$ cat src/rtl/spi_master_gen.sv
// spi_master_gen: parametrised full-duplex SPI master, one word per request.
//   Word width, SCLK half-period divider, CPOL/CPHA per transfer, NUM_SS selects.
// Ports:
//   clk_i, rstn_i          clock, asynchronous active-low reset
//   start_i                request; accepted when start_i & ready_o
//   tx_data_i, ss_sel_i,   word, slave index, clock polarity and phase,
//   cpol_i, cpha_i         all latched at acceptance
//   ready_o                high only while idle
//   rx_data_o, rx_valid_o  received word (held) and its one-cycle strobe
//   spi_clk_o, spi_mosi_o, spi_miso_i, spi_ss_o   SPI bus (selects active low)
// Optional feature macro: SPI_MASTER_LOOPBACK_EN adds loopback_i; when latched
//   high the RX path samples the internal MOSI bit and SCLK/SS stay quiet.
module spi_master_gen #(
  parameter int DATA_W  = 8,
  parameter int CLK_DIV = 4,
  parameter int NUM_SS  = 1
) (
  input  logic                                         clk_i,
  input  logic                                         rstn_i,
  input  logic                                         start_i,
  input  logic [DATA_W-1:0]                            tx_data_i,
  input  logic [((NUM_SS > 1) ? $clog2(NUM_SS) : 1)-1:0] ss_sel_i,
  input  logic                                         cpol_i,
  input  logic                                         cpha_i,
`ifdef SPI_MASTER_LOOPBACK_EN
  input  logic                                         loopback_i,
`endif
  output logic                                         ready_o,
  output logic [DATA_W-1:0]                            rx_data_o,
  output logic                                         rx_valid_o,
  output logic                                         spi_clk_o,
  output logic                                         spi_mosi_o,
  input  logic                                         spi_miso_i,
  output logic [NUM_SS-1:0]                            spi_ss_o
);

  localparam int SS_W = (NUM_SS > 1) ? $clog2(NUM_SS) : 1;
  localparam int DW   = $clog2(CLK_DIV + 1);
  localparam int EW   = $clog2(2 * DATA_W + 1);

  localparam logic [1:0] ST_IDLE  = 2'd0;
  localparam logic [1:0] ST_SETUP = 2'd1;
  localparam logic [1:0] ST_XFER  = 2'd2;
  localparam logic [1:0] ST_HOLD  = 2'd3;

  logic [1:0]        state_q, state_d;
  logic [DW-1:0]     div_q;
  logic [EW-1:0]     edge_q;
  logic [DATA_W-1:0] tx_sh_q, rx_sh_q, rx_data_q;
  logic [NUM_SS-1:0] ss_q;
  logic              cpol_q, cpha_q, sclk_q, mosi_q, rx_valid_q, lb_q;
  logic              lb_in, div_tc, last_edge, leading, toggle;
  logic              sample_en, shift_en, miso_bit;

`ifdef SPI_MASTER_LOOPBACK_EN
  assign lb_in = loopback_i;
`else
  assign lb_in = 1'b0;
`endif

  assign div_tc    = (div_q == '0);
  assign last_edge = (edge_q == EW'(2 * DATA_W - 1));
  // edge_q counts toggles already made, so an even count means the next one leads
  assign leading   = ~edge_q[0];
  assign toggle    = (state_q == ST_XFER) && div_tc;
  assign sample_en = toggle && (leading ^ cpha_q);
  assign shift_en  = toggle && (cpha_q ? leading : (!leading && !last_edge));
  assign miso_bit  = lb_q ? mosi_q : spi_miso_i;

  always_comb begin
    state_d = state_q;
    case (state_q)
      ST_IDLE:  if (start_i) state_d = ST_SETUP;
      ST_SETUP: if (div_tc) state_d = ST_XFER;
      ST_XFER:  if (div_tc && last_edge) state_d = ST_HOLD;
      ST_HOLD:  if (div_tc) state_d = ST_IDLE;
      default:  state_d = ST_IDLE;
    endcase
  end

  always_ff @(posedge clk_i or negedge rstn_i) begin
    if (!rstn_i) begin
      state_q    <= ST_IDLE;
      div_q      <= '0;
      edge_q     <= '0;
      tx_sh_q    <= '0;
      rx_sh_q    <= '0;
      rx_data_q  <= '0;
      ss_q       <= '1;
      cpol_q     <= 1'b0;
      cpha_q     <= 1'b0;
      sclk_q     <= 1'b0;
      mosi_q     <= 1'b0;
      rx_valid_q <= 1'b0;
      lb_q       <= 1'b0;
    end else begin
      state_q    <= state_d;
      rx_valid_q <= 1'b0;
      if (state_q == ST_IDLE) begin
        sclk_q <= cpol_i;
        mosi_q <= 1'b0;
        if (start_i) begin
          tx_sh_q <= tx_data_i;
          rx_sh_q <= '0;
          cpol_q  <= cpol_i;
          cpha_q  <= cpha_i;
          lb_q    <= lb_in;
          div_q   <= DW'(CLK_DIV - 1);
          edge_q  <= '0;
          // CPHA=0 slaves sample the first leading edge, so the MSB must already be out
          mosi_q  <= cpha_i ? 1'b0 : tx_data_i[DATA_W-1];
          for (int i = 0; i < NUM_SS; i++)
            ss_q[i] <= !((ss_sel_i == SS_W'(i)) && !lb_in);
        end
      end else begin
        div_q <= div_tc ? DW'(CLK_DIV - 1) : div_q - 1'b1;
      end
      if (toggle) begin
        sclk_q <= ~sclk_q;
        edge_q <= edge_q + 1'b1;
      end
      if (shift_en) begin
        mosi_q  <= cpha_q ? tx_sh_q[DATA_W-1] : tx_sh_q[DATA_W-2];
        tx_sh_q <= tx_sh_q << 1;
      end
      if (sample_en)
        rx_sh_q <= {rx_sh_q[DATA_W-2:0], miso_bit};
      if ((state_q == ST_HOLD) && div_tc) begin
        ss_q       <= '1;
        rx_data_q  <= rx_sh_q;
        rx_valid_q <= 1'b1;
        mosi_q     <= 1'b0;
        lb_q       <= 1'b0;
      end
    end
  end

  assign ready_o    = (state_q == ST_IDLE);
  assign rx_data_o  = rx_data_q;
  assign rx_valid_o = rx_valid_q;
  assign spi_clk_o  = lb_q ? cpol_q : sclk_q;
  assign spi_mosi_o = mosi_q;
  assign spi_ss_o   = ss_q;

endmodule

$ cat config.mk
export PLATFORM = sky130hd
export DESIGN_NAME = spi_master_gen
export DESIGN_NICKNAME = d
export VERILOG_FILES = /design/src/rtl/spi_master_gen.sv
export SDC_FILE = /design/constraint.sdc
export NUM_CORES = 1
export LEC_CHECK = 0
export CAP_MARGIN = 15
export CORE_MARGIN = 5
export CORE_UTILIZATION = 36
export DETAILED_ROUTE_END_ITERATION = 8
export GPL_TIMING_DRIVEN = 0
export SYNTH_ARGS = -nofsm -noshare
export SYNTH_HDL_FRONTEND = slang
export SYNTH_SLANG_ARGS = --single-unit
$ cat constraint.sdc
create_clock -name clk_i -period 2.3 [get_ports clk_i]
set_input_delay 0.23 -clock clk_i [delete_from_list [all_inputs] [get_ports clk_i]]
set_output_delay 0.23 -clock clk_i [all_outputs]
set_load 0.02 [all_outputs]
# Word-level counts from Yosys, hierarchy flattened
# Cells that the tools add are included.
classes:
  mux: 35
  n_reduce_logical: 24
  n_shift: 0
  add_sub_neg: 2
  eq_ne: 8
  n_bitwise: 3
  n_div: 0
  n_mul: 0
  n_lt_le_gt_ge: 0
op_table:
  columns: ["operator", "n"]
  rows:
  - ["2-to-1 mux 8 bit", 6]
  - ["2-to-1 mux 1 bit", 18]
  - ["nonzero test 2 bit", 8]
  - ["2-to-1 mux 5 bit", 3]
  - ["AND reduction 2 bit", 5]
  - ["2-to-1 mux 3 bit", 3]
  - ["2-to-1 mux 2 bit", 4]
  - ["one-hot mux 2 bit (4 select lines)", 1]
  - ["logical AND 1 bit", 6]
  - ["inequality test 2 bit (second input constant)", 3]
  - ["adder 5 x 1 -> 5 bit (second input constant)", 1]
  - ["== test 5 x 4 -> 1 bit (second input constant)", 1]
  - ["== test 2 bit (second input constant)", 2]
  - ["AND reduction 4 bit", 1]
  - ["logical NOT 3 bit", 1]
  - ["nonzero test 3 bit", 1]
  - ["subtractor 3 x 1 -> 3 bit (second input constant)", 1]
  - ["== test 2 x 1 -> 1 bit (second input constant)", 1]
  - ["logical NOT 2 bit", 1]
  - ["inequality test 2 x 1 -> 1 bit (second input constant)", 1]
  - ["NOT 1 bit", 2]
  - ["logical NOT 1 bit", 1]
  - ["XOR 1 bit", 1]
word_totals:
  mem_bits_ro: 0
  ram_bits: 0
  latchBits: 0
  mem_count: 0
  output_inout_bits: 13
  in_bits: 15
  register_bits: 41

# Longest topological paths before layout
logic_depth:
  ltp_word: 7
  depth_mapped: 6

# Worst setup path before layout
# No wires, ideal clock.
synth_timing:
  path_type: "register to register"
  start: "register state_q[0]"
  end: "register tx_sh_q[1]"
  setup_time_ns: 0.125
  synth_period_minus_slack_ns: 1.850
  arrival_ns: 1.725
  slack_ns: 0.450
  required_ns: 2.175
  stages_incl_launch_ff: 7
  cell_sequence: "dfrtp_1 -> inv_1 -> ha_1 -> and2_1 -> buf_6 -> mux2_2 -> mux2_2"
synth_via:
  elab_cells_between_ends: 8
  cone_classes: "eq/ne: 1; mux: 1; reduce/logical: 6"
synth_rtl:
  columns: ["item", "line", "source"]
  rows:
  - ["start, declared", "46", "logic [1:0] state_q, state_d;"]
  - ["start signal, assigned", "97", "state_q <= state_d;"]
  - ["logical NOT 2 bit", null, null]
  - ["named net ready_o", "28", "output logic ready_o,"]
  - ["nonzero test 2 bit (no line)", null, null]
  - ["AND reduction 2 bit (no line)", null, null]
  - ["end signal, assigned", "103", "tx_sh_q <= tx_data_i;"]
  - ["end signal, assigned", "124", "tx_sh_q <= tx_sh_q << 1;"]
  - ["end, declared", "49", "logic [DATA_W-1:0] tx_sh_q, rx_sh_q, rx_data_q;"]
# The timed path passes the listed nets, and every way through them passes these cells.
# A chain may end at the register's enable or synchronous reset.

# Worst setup path after layout
layout_timing:
  start: "register edge_q[0]"
  end: "register mosi_q, in the netlist spi_mosi_o"
layout_via:
  elab_chain_len: 7
  elab_cells_between_ends: 9
  cone_classes: "eq/ne: 1; mux: 3; bitwise: 1; reduce/logical: 4"
layout_rtl:
  columns: ["item", "line", "source"]
  rows:
  - ["start, declared", "48", "logic [EW-1:0] edge_q;"]
  - ["start signal, assigned", "120", "edge_q <= edge_q + 1'b1;"]
  - ["== test 5 x 4 -> 1 bit", "62", "assign last_edge = (edge_q == EW'(2 * DATA_W - 1));"]
  - ["logical NOT 1 bit", "67", "assign shift_en = toggle && (cpha_q ? leading : (!leading && !last_edge));"]
  - ["logical AND 1 bit", "67", null]
  - ["2-to-1 mux 1 bit *", "67", null]
  - ["logical AND 1 bit *", "67", null]
  - ["2-to-1 mux 1 bit", "122", "if (shift_en) begin"]
  - ["2-to-1 mux 1 bit", "128", "if ((state_q == ST_HOLD) && div_tc) begin"]
  - ["end signal, assigned", "111", "mosi_q <= cpha_i ? 1'b0 : tx_data_i[DATA_W-1];"]
  - ["end signal, assigned", "123", "mosi_q <= cpha_q ? tx_sh_q[DATA_W-1] : tx_sh_q[DATA_W-2];"]
  - ["end, declared", "51", "logic cpol_q, cpha_q, sclk_q, mosi_q, rx_valid_q, lb_q;"]
# Mark *: on every way between the ends. The rest lies on a longest branch, timed or not.

==> qor.csv <==
stage;metric;value;unit
run_status;status;completed;
clocking;CTS Buf Count;5;
sta;fin crit share;0.8793;
detailed_routing;WL met1;1.617;mm
synth;Yosys warnings;0;
die;Core ar.;5172;um^2
detailed_routing;antenna violation net count after detailed routing;0;
power_and_ir_drop;Cell Int Power;1743;uW
power_and_ir_drop;peak supply drop;0.0003796;V
die;die area;6971;um^2
clocking;Clock Tree Root;clkbuf_8;
synth;post-synthesis mux area share;0.2014;
final_layout;# diodes;0;
synth;Synth top cells by count;dfrtp_1 (38), mux2_2 (25), inv_1 (16), nand2_1 (16), mux2i_1 (11);
clocking;post_cts resized;0;
sta;achievable frequency;494.5;MHz
power_and_ir_drop;Pwr Density;1076;nW/um^2
power_and_ir_drop;switching pwr;855.9;uW
grt;vias in the first global route;1365;
power_and_ir_drop;Comb pwr share;0.377;
min_path;Hold Crit Class;in2async;
clocking;clock-pin slew on the worst setup and hold paths;0.07;ns
die;die width;83.49;um
place;Routability Congestion;0.7684;
critical_path;Crit Path Category;reg2reg;
place;post-detail-place hpwl;2.760;mm
synth;Cells after Synth;162;
detailed_routing;detailed-router iteration count before antenna repair;4;
power_and_ir_drop;Net Sw Frac;0.3294;
synth;most frequent cell after synthesis;dfrtp_1;
detailed_routing;met2 wire length;1.873;mm
detailed_routing;vias per cell;4.839;
final_layout;Synth-to-Final Area Change;24.20;%
sta;Worst Max-Slew Pin Slew;0.8814;ns
sta;worst hold margin;0.05834;ns
grt;grt ovf;0;
clocking;CTS tree;yes;
sta;setup violators final;0;
synth;post-synth net total;186;
final_layout;layout cells sized above 1;0.2335;
critical_path;required time worst endpoint;2.45;ns
synth;Yosys top cell by area;dfrtp_1;
sta;Rel. slew slack;0.4124;
grt;all-layer global routing usage;0.1168;
sta;Period minus WS final;2.022;ns
critical_path;Crit Path Max Fanout;9;
sta;RSZ-0062 raised after global routing;no;
synth;EDFF count, synth;0;
clocking;Worst-Skew Late Latency;0.29;ns
die;Ports;28;
synth;Seq/Total Area, Yosys;0.5026;
synth;syn avg cell area;12.00;um^2
synth;ys flop type;dfrtp_1;
sta;Hold Vio Cnt, Final;0;
synth;Yosys cell types;38;
synth;adder-cell share of the synthesized area;0.05792;
synth;#FFs+latches synth;39;
detailed_routing;drc violations;0;
grt;largest net degree at the start of global routing;40;
die;starting density of the core;0.3759;
detailed_routing;initial drt markers;68;
power_and_ir_drop;leakage;0.001108;uW
synth;XOR/XNOR Fraction of Synth Area;0;
critical_path;Worst EP arrival;2.17;ns
die;Die H;83.49;um
sta;Setup TNS;0;ns
synth;Area contributors post-synth;dfrtp_1 (49%), mux2_2 (14%), ha_1 (5.8%), mux2i_1 (5.7%), inv_1 (3.1%);
critical_path;startpoint types;flip-flop;
critical_path;CP Capture Type;flip-flop;
job;MaxCap Viol Count;0;
final_layout;Fill cells;470;
synth;Compound-Gate Fraction of Synth Area;0.06049;
detailed_routing;WL/cell;14.03;um
detailed_routing;final wirelength;3.745;mm
clocking;maximum root-to-sink buffer count;2;
clocking;Post-CTS Hold Fix Bufs;0;
clocking;htree depth;2;
power_and_ir_drop;Flop pwr share;0.396;
clocking;setup repair bufs after CTS;0;
synth;share of the synthesized area in the top cell type;0.4891;
final_layout;Layout Nets;220;
grt;initial antenna violation count;0;
detailed_routing;Highest Signal Layer;met4;
grt;global-route wire length before repair;6.492;mm
detailed_routing;DR WL met3;207;um
detailed_routing;via count;1292;
sta;max-slew violations;0;
sta;Clock Skew;0.005837;ns
clocking;CTS Sinks;39;
die;std cell rows;26;
power_and_ir_drop;Clock Power Share;0.227;
synth;simple-gate share of the synthesized area;0.1364;
place;Buffers on Ports;27;
synth;Syn Std Cell Area;1944;um^2
synth;Post-synth ARST share;1.000;
synth;main combinational cell family by area after synthesis;multiplexers;
critical path: stages, from the launching register on:
cell	delay [ns]
dfrtp_1	0.48
ha_1	0.28
and3_1	0.19
ha_1	0.22
or4b_1	0.50
a21oi_1	0.14
a311oi_1	0.07
power by group through the flow:
stage	clock network [uW]	logic (uW)	registers (uW)
floorplan	0	689	1040
global placement	0	954	1020
detailed placement	0	999	1040
CTS	608	1000	1030
global route	636	1100	1060
finish	591	980	1030
logic make-up (layout without fill, tap and decap cells):
logic type | count (synthesis) | in the layout
compound gates | 15 | 15
fa+ha+maj | 9 | 9
buf+inv | 19 | 54
flops | 39 | 39
mux | 36 | 36
simple gates | 44 | 44
layout make-up:
| cell class | instances | area [um^2] | area share |
|---|---|---|---|
| sequential | 39 | 977.2 | 0.4047 |
| tap | 70 | 87.58 | 0.03627 |
| timing repair buffer | 27 | 265.3 | 0.1098 |
| clock buffer | 6 | 82.58 | 0.03420 |
| multi-input combinational | 104 | 887.1 | 0.3674 |
| inverter | 16 | 60.06 | 0.02487 |
| buffer | 3 | 20.02 | 0.008290 |
| clock inverter | 2 | 35.03 | 0.01451 |
state kept, by name, summed over array words and instances (netlist names):
signal      count
cpha_q          1
state_q         2
div_q           3
rx_data_o       8
sclk_q          1
rx_valid_o      1
rx_sh_q         8
edge_q          5
spi_ss_o        1
tx_sh_q         8
spi_mosi_o      1
stage by stage:
step	cell area, um^2	setup slack (ns)	total power [uW]	util	cells
after global routing	2415	0.1771	2788	0.4669	267
after global placement	2302	0.06098	1974	0.4451	259
after floorplan	1944	0.4499	1732	-	162
final	2415	0.2776	2598	0.4669	267
after detailed placement	2297	0.2934	2040	0.4441	259
after CTS	2415	0.2522	2639	0.4669	267
worst paths after layout:
path,from,endpoint,slack (ns),cells after the start
setup / recovery,edge_q[0],spi_mosi_o,0.28,6
hold / removal,rstn_i,div_q[2],0.06,1
setup reg to reg,edge_q[0],spi_mosi_o,0.28,6
hold reg to reg,sclk_q,sclk_q,0.48,1
max in group asynchronous,rstn_i,div_q[1],1.69,1
min in group clk_i,ss_sel_i,spi_ss_o,0.46,3
layout by cell type, fill, tap and decap left out, types with 2 or more instances in the layout:
cell,instances
ha_1,9
a21oi_1,3
clkdlybuf4s50_1,26
buf_2,2
nor3_1,2
mux2_2,25
nand3_1,6
o21ai_0,3
dfrtp_1,38
inv_1,16
nand2_1,16
mux2i_1,11
nor3b_1,2
nor2b_1,2
nor2_1,2
clkbuf_8,6
nand3b_1,2
a21o_1,2
metal layers:
metal  track usage  vias up
li1              -      629
met1        0.1364      632
met5             0        -
met3       0.04047        6
met4       0.03801        0
met2        0.2004       25
Note: power is estimated with default switching activity, not from simulation.
